--- config.mk ---
export PLATFORM = sky130hd
export DESIGN_NAME = mmcm_ps_ctrl
export DESIGN_NICKNAME = d
export VERILOG_FILES = /design/src/rtl/mmcm_ps_ctrl.sv
export SDC_FILE = /design/constraint.sdc
export NUM_CORES = 1
export LEC_CHECK = 0
export ABC_AREA = 0
export BUFFER_PORTS_ARGS = -buffer_cell sky130_fd_sc_hd__buf_2
export CAP_MARGIN = 20
export CORE_MARGIN = 8
export CORE_UTILIZATION = 59
export DETAILED_ROUTE_END_ITERATION = 12
export PLACE_DENSITY = 0.88
export SLEW_MARGIN = 20
export SYNTH_ARGS = -nofsm -noshare
export SYNTH_HDL_FRONTEND = slang
export SYNTH_SLANG_ARGS = --single-unit
--- constraint.sdc ---
create_clock -name psclk -period 2.5 [get_ports psclk]
set_input_delay 0.125 -clock psclk [delete_from_list [all_inputs] [get_ports psclk]]
set_output_delay 0.125 -clock psclk [all_outputs]
set_load 0.02 [all_outputs]
--- src/rtl/mmcm_ps_ctrl.sv ---
// -----------------------------------------------------------------------------
// mmcm_ps_ctrl
// Sequencer for the MMCM fine dynamic phase-shift port on CLKOUT0.
// Accepts one signed step request at a time. For each step it issues a single
// PSEN pulse and then waits for PSDONE before issuing the next one. It keeps
// the absolute phase position modulo one CLKOUT0 period. It reports successful
// completion, a missing PSDONE (timeout) and loss of MMCM lock.
//
// Ports (all synchronous to psclk except resetn):
//   psclk        controller clock, same clock as the MMCM PSCLK
//   resetn       asynchronous active-low reset
//   mmcm_locked  MMCM LOCKED
//   req_valid    request valid
//   req_ready    request can be accepted (idle and locked)
//   req_steps    signed step count; positive = increment, negative = decrement
//   psen         MMCM PSEN; a single-cycle pulse per step
//   psincdec     MMCM PSINCDEC; 1 = increment; held for the whole request
//   psdone       MMCM PSDONE
//   busy         a request is in progress
//   done         single-cycle pulse when a request completes
//   err_timeout  single-cycle pulse when PSDONE does not arrive in time
//   err_unlock   single-cycle pulse when lock is lost during a request
//   phase_pos    absolute phase position, 0..PHASE_STEPS-1
// -----------------------------------------------------------------------------
module mmcm_ps_ctrl #(
  parameter int STEP_W      = 12,
  parameter int PHASE_STEPS = 560,
  parameter int POS_W       = 10,
  parameter int TIMEOUT     = 64
) (
  input  logic              psclk,
  input  logic              resetn,
  input  logic              mmcm_locked,
  input  logic              req_valid,
  output logic              req_ready,
  input  logic [STEP_W-1:0] req_steps,
  output logic              psen,
  output logic              psincdec,
  input  logic              psdone,
  output logic              busy,
  output logic              done,
  output logic              err_timeout,
  output logic              err_unlock,
  output logic [POS_W-1:0]  phase_pos
);

  localparam int              CNT_W    = (TIMEOUT > 1) ? $clog2(TIMEOUT) : 1;
  localparam logic [CNT_W-1:0] CNT_LAST = CNT_W'(TIMEOUT - 1);
  localparam logic [POS_W-1:0] POS_LAST = POS_W'(PHASE_STEPS - 1);

  typedef enum logic [1:0] {IDLE, ISSUE, WAIT, FINISH} state_t;

  state_t              state_q;
  logic                dir_q;
  logic [STEP_W-1:0]   remaining_q;
  logic [CNT_W-1:0]    cnt_q;
  logic [POS_W-1:0]    pos_q;
  logic                psen_q;
  logic                done_q;
  logic                err_timeout_q;
  logic                err_unlock_q;

  logic                accept;
  logic [STEP_W-1:0]   req_mag;
  logic [STEP_W-1:0]   remaining_d;
  logic [POS_W-1:0]    pos_d;

  assign req_ready = (state_q == IDLE) && mmcm_locked;
  assign accept    = req_valid && req_ready;
  assign busy      = (state_q != IDLE);

  always_comb begin
    // Two's complement magnitude in STEP_W bits. The most negative value maps
    // to 2^(STEP_W-1), which is still representable as an unsigned count.
    req_mag     = req_steps[STEP_W-1] ? (~req_steps + STEP_W'(1)) : req_steps;
    remaining_d = remaining_q - STEP_W'(1);
    if (dir_q) begin
      pos_d = (pos_q == POS_LAST) ? '0 : pos_q + POS_W'(1);
    end else begin
      pos_d = (pos_q == '0) ? POS_LAST : pos_q - POS_W'(1);
    end
  end

  // The outputs are registered from the state. As a result, psen appears one
  // cycle after ISSUE. Between a PSDONE and the next PSEN there is always one
  // idle cycle.
  always_ff @(posedge psclk or negedge resetn) begin
    if (!resetn) begin
      state_q       <= IDLE;
      dir_q         <= 1'b0;
      remaining_q   <= '0;
      cnt_q         <= '0;
      pos_q         <= '0;
      psen_q        <= 1'b0;
      done_q        <= 1'b0;
      err_timeout_q <= 1'b0;
      err_unlock_q  <= 1'b0;
    end else begin
      psen_q        <= 1'b0;
      done_q        <= 1'b0;
      err_timeout_q <= 1'b0;
      err_unlock_q  <= 1'b0;
      case (state_q)
        IDLE: begin
          if (accept) begin
            dir_q       <= ~req_steps[STEP_W-1];
            remaining_q <= req_mag;
            state_q     <= (req_mag != '0) ? ISSUE : FINISH;
          end
        end
        ISSUE: begin
          if (!mmcm_locked) begin
            err_unlock_q <= 1'b1;
            state_q      <= IDLE;
          end else begin
            psen_q  <= 1'b1;
            cnt_q   <= '0;
            state_q <= WAIT;
          end
        end
        WAIT: begin
          if (!mmcm_locked) begin
            err_unlock_q <= 1'b1;
            state_q      <= IDLE;
          end else if (psdone) begin
            remaining_q <= remaining_d;
            pos_q       <= pos_d;
            state_q     <= (remaining_d != '0) ? ISSUE : FINISH;
          end else if (cnt_q == CNT_LAST) begin
            err_timeout_q <= 1'b1;
            state_q       <= IDLE;
          end else begin
            cnt_q <= cnt_q + CNT_W'(1);
          end
        end
        FINISH: begin
          // A lock loss here abandons the request without reporting done.
          done_q  <= mmcm_locked;
          state_q <= IDLE;
        end
        default: state_q <= IDLE;
      endcase
      // An MMCM that has lost lock will be reset, which clears its phase offset.
      if (!mmcm_locked) begin
        pos_q <= '0;
      end
    end
  end

  assign psen        = psen_q;
  assign psincdec    = dir_q;
  assign done        = done_q;
  assign err_timeout = err_timeout_q;
  assign err_unlock  = err_unlock_q;
  assign phase_pos   = pos_q;

endmodule

==> flow_metrics.py <==
metrics = {
    "power_and_ir_drop": {
        "power.share.clock": 0.130,
        "p_comb_frac": 0.524,
        "p_seq_frac": 0.346,
        "peakVddDrop_v": 0.000628,
        "intPower_mw": 1.58,
        "p_sw_mw": 1.34,
        "swShare": 0.458,
        "power_leakage_nw": 1.33,
        "p_per_area_mw_per_mm2": 974,
    },
    "synth": {
        "syn-mean-instance-area_um2": 8.51,
        "synthesis.nets": 349,
        "async_flop_share": 1.00,
        "ys_types": 68,
        "postSynthCellCount": 322,
        "synthFlopType": "dfrtp_1",
        "yosys-top-cells-area": "dfrtp_1 32%, ha_1 4.6%, nand2_1 3.7%, o21ai_0 2.9%, nor2_1 2.9%",
        "synth-edff-count": 0,
        "seq_area_frac_synth": 0.320,
        "netlist.area_leader.share": 0.320,
        "synth_top_area_cell": "dfrtp_1",
        "synthesis.area_mm2": 0.00274,
        "synth_seq_cells": 35,
        "ys.warnings.count": 0,
    },
    "cts": {
        "cts_tree": "yes",
        "clk_pin_slew_ns": 0.07,
        "cts_buffers": 5,
        "clock_latency_ns": 0.29,
        "htreeDepth": 2,
        "cts.sinks": 35,
        "cts_buffer_depth": 2,
        "cts_root_buf": "clkbuf_8",
        "post_cts_resized": 0,
    },
    "grt": {
        "gr-usage-all-layers": 0.185,
        "grt_pass1_wl_um": 11100,
        "first_global_vias": 2418,
        "grt_max_degree": 36,
        "antenna_found_initial": 0,
        "overflow": 0,
    },
    "sta": {
        "maxSlewHeadroom": 0.473,
        "worst_slack_ns": 0.320,
        "hold_viol": 0,
        "max_slew.worst_pin.slew_ns": 0.790,
        "whs_ns": 0.0904,
        "report.final.slew_viol_count": 0,
        "rsz0062_at_grt": "no",
        "fin_tns_setup_ns": 0,
        "setup_viol_count_final": 0,
        "fmax_ghz": 0.459,
        "skew_ns": 0.00844,
        "fin_crit_ns": 2.18,
        "fin_crit_sh": 0.872,
    },
    "floorplan": {
        "start_util": 0.620,
        "pin_count": 34,
        "dieHeight_um": 84.1,
        "die_width_um": 84.1,
        "coreArea_mm2": 0.00441,
        "rows": 24,
        "die_area_mm2": 0.00708,
    },
    "setup_path": {
        "required_ns": 2.69,
        "cp_num_buf_inv": 1,
        "crit_chain": "inv_1 > ha_1 > nand2_1 > a311oi_1 > a21oi_1 > nor4bb_1 > a31o_1",
        "crit_path_start_kind": "flop",
        "path_max_fanout": 13,
        "slowest_stage": "ha_1",
        "critPathKind": "reg -> reg",
        "cp-end-kind": "flop",
        "slowest_delay_ns": 0.43,
        "cpLargestDelayFamily": "compound AO/OA/AOI/OAI gates",
        "critPathArrivalTime_ns": 2.37,
    },
    "job": {
        "cap_violations": 0,
    },
    "final_layout": {
        "diodes": 0,
        "final_common_cell": "dfrtp_1",
        "layout_common_cells": "35 x dfrtp_1, 33 x buf_2, 27 x nand2_1",
        "nets": 375,
        "finish.utilization": 0.680,
        "layout-drive-gt1-share": 0.167,
        "area_delta_synth_final_pct": 9.59,
    },
    "min_path": {
        "hp-class": "in -> reg",
    },
    "placed_design": {
        "pre_cts_ws_ns": 0.346,
        "portBuffers": 33,
        "dp_hpwl_um": 4840,
        "gp_congestion": 0.952,
    },
    "detailed_routing": {
        "drc": 0,
        "num_vias": 2600,
        "firstDrtPassIters": 4,
        "final_antenna_net_count": 0,
        "drtIter0Drc": 203,
        "wirelength_um": 6530,
        "wl_per_cell_um": 16.4,
        "via_per_inst": 6.52,
    },
    "run_status": {
        "outcome": "completed",
    },
}
==> Yosys cell counts, types with 2 or more instances <==
| cell type | n |
|---|---|
| a211oi_1 | 4 |
| or3_1 | 9 |
| mux2_2 | 2 |
| inv_1 | 14 |
| and2_1 | 3 |
| o2111a_1 | 2 |
| xor2_1 | 5 |
| and3_1 | 12 |
| clkbuf_1 | 15 |
| or4_1 | 2 |
| a31oi_1 | 5 |
| a31o_1 | 4 |
| buf_2 | 4 |
| and4_1 | 2 |
| nand3_1 | 8 |
| a21o_1 | 3 |
| a22o_1 | 3 |
| nand2b_1 | 5 |
| a2bb2oi_1 | 2 |
| mux2i_1 | 3 |
| nand4_1 | 5 |
| o21ai_1 | 9 |
| dfrtp_1 | 35 |
| nor4_1 | 6 |
| a21oi_1 | 11 |
| o2111ai_1 | 2 |
| nand2_1 | 27 |
| nor2b_1 | 4 |
| nor2_1 | 21 |
| o21ai_0 | 16 |
| o211ai_1 | 2 |
| or2_2 | 3 |
| o221a_1 | 3 |
| a32oi_1 | 2 |
| ha_1 | 10 |
| xnor2_1 | 9 |
| o31ai_2 | 3 |
| o31a_1 | 2 |
| nor3b_1 | 3 |
| o22ai_1 | 7 |
| nor3_1 | 5 |
| o31ai_1 | 4 |
==> worst register-to-register path: cells and delay by family, from the launching register on <==
family	cells	cell delay, ns
DFF	1	0.41
and+or+nand+nor	2	0.34
AOI/OAI and AO/OA	3	0.81
adders and majority gates	1	0.43
buffers and inverters	1	0.09
==> stage by stage <==
step | total power [mW] | instance area (um^2) | cells
after global routing | 3.15 | 3000 | 399
final | 2.92 | 3000 | 399
after detailed placement | 2.53 | 2920 | 392
after CTS | 2.92 | 3000 | 399
after global placement | 2.47 | 2920 | 392
after floorplan | 2.10 | 2740 | 322
==> final cells by class <==
cell class                      instances  area (um^2)
Multi-Input combinational cell        252         1720
Fill cell                             374         1410
Sequential cell                        35          876
Timing Repair Buffer                   39          213
Clock buffer                            6         72.6
Tap cell                               52         65.1
Inverter                               15         56.3
==> path summary, 6_finish.rpt <==
check / from / to / slack (ns) / depth (start not counted)
max: state_q[0] / state_q[1] / 0.32 / 7
min: psdone / err_timeout / 0.09 / 2
max reg2reg: state_q[0] / state_q[1] / 0.32 / 7
min reg2reg: remaining_q[1] / remaining_q[1] / 0.54 / 1
max in group asynchronous: resetn / err_timeout / 1.54 / 2
min in group asynchronous: resetn / phase_pos[5] / 0.45 / 2
==> sequential cells by signal, summed over array words and instances, names as in the netlist <==
signal	cells
state_q	2
cnt_q	6
err_unlock	1
phase_pos	10
psen	1
psincdec	1
done	1
remaining_q	12
err_timeout	1
==> kinds of logic (layout without fill, tap and decap cells) <==
| logic type | Yosys count | count (layout) | share of synthesized area |
|---|---|---|---|
| AO/OA/AOI/OAI | 99 | 99 | 0.266 |
| buffers and inverters | 35 | 60 | 0.0525 |
| flip-flops | 35 | 35 | 0.320 |
| multiplexers | 5 | 5 | 0.0192 |
| XOR/XNOR | 14 | 14 | 0.0448 |
| AND/OR/NAND/NOR | 124 | 124 | 0.252 |
| adder cells (fa/ha/maj) | 10 | 10 | 0.0457 |
==> what timing repair did <==
action                    4_1_cts  5_1_grt
setup buffers                   0        0
hold buffers                    1        0
hold endpoints to repair       35        0
==> power by group through the flow <==
stage	logic, mW	registers [mW]	clock network (mW)
2_1_floorplan	1.12	0.981	0
3_3_place_gp	1.47	1.00	0
3_5_place_dp	1.52	1.01	0
4_1_cts	1.52	1.00	0.390
5_1_grt	1.69	1.05	0.403
6_report	1.53	1.01	0.379
==> layer usage <==
metal  global-route usage  up-vias  routed length, um
met1                0.231     1238               2880
met5                    0        -                  0
met3               0.0406       16                402
met4               0.0942        0                161
li1                     -     1265                  -
met2                0.292       81               3090
(Power assumes the default switching activity.)
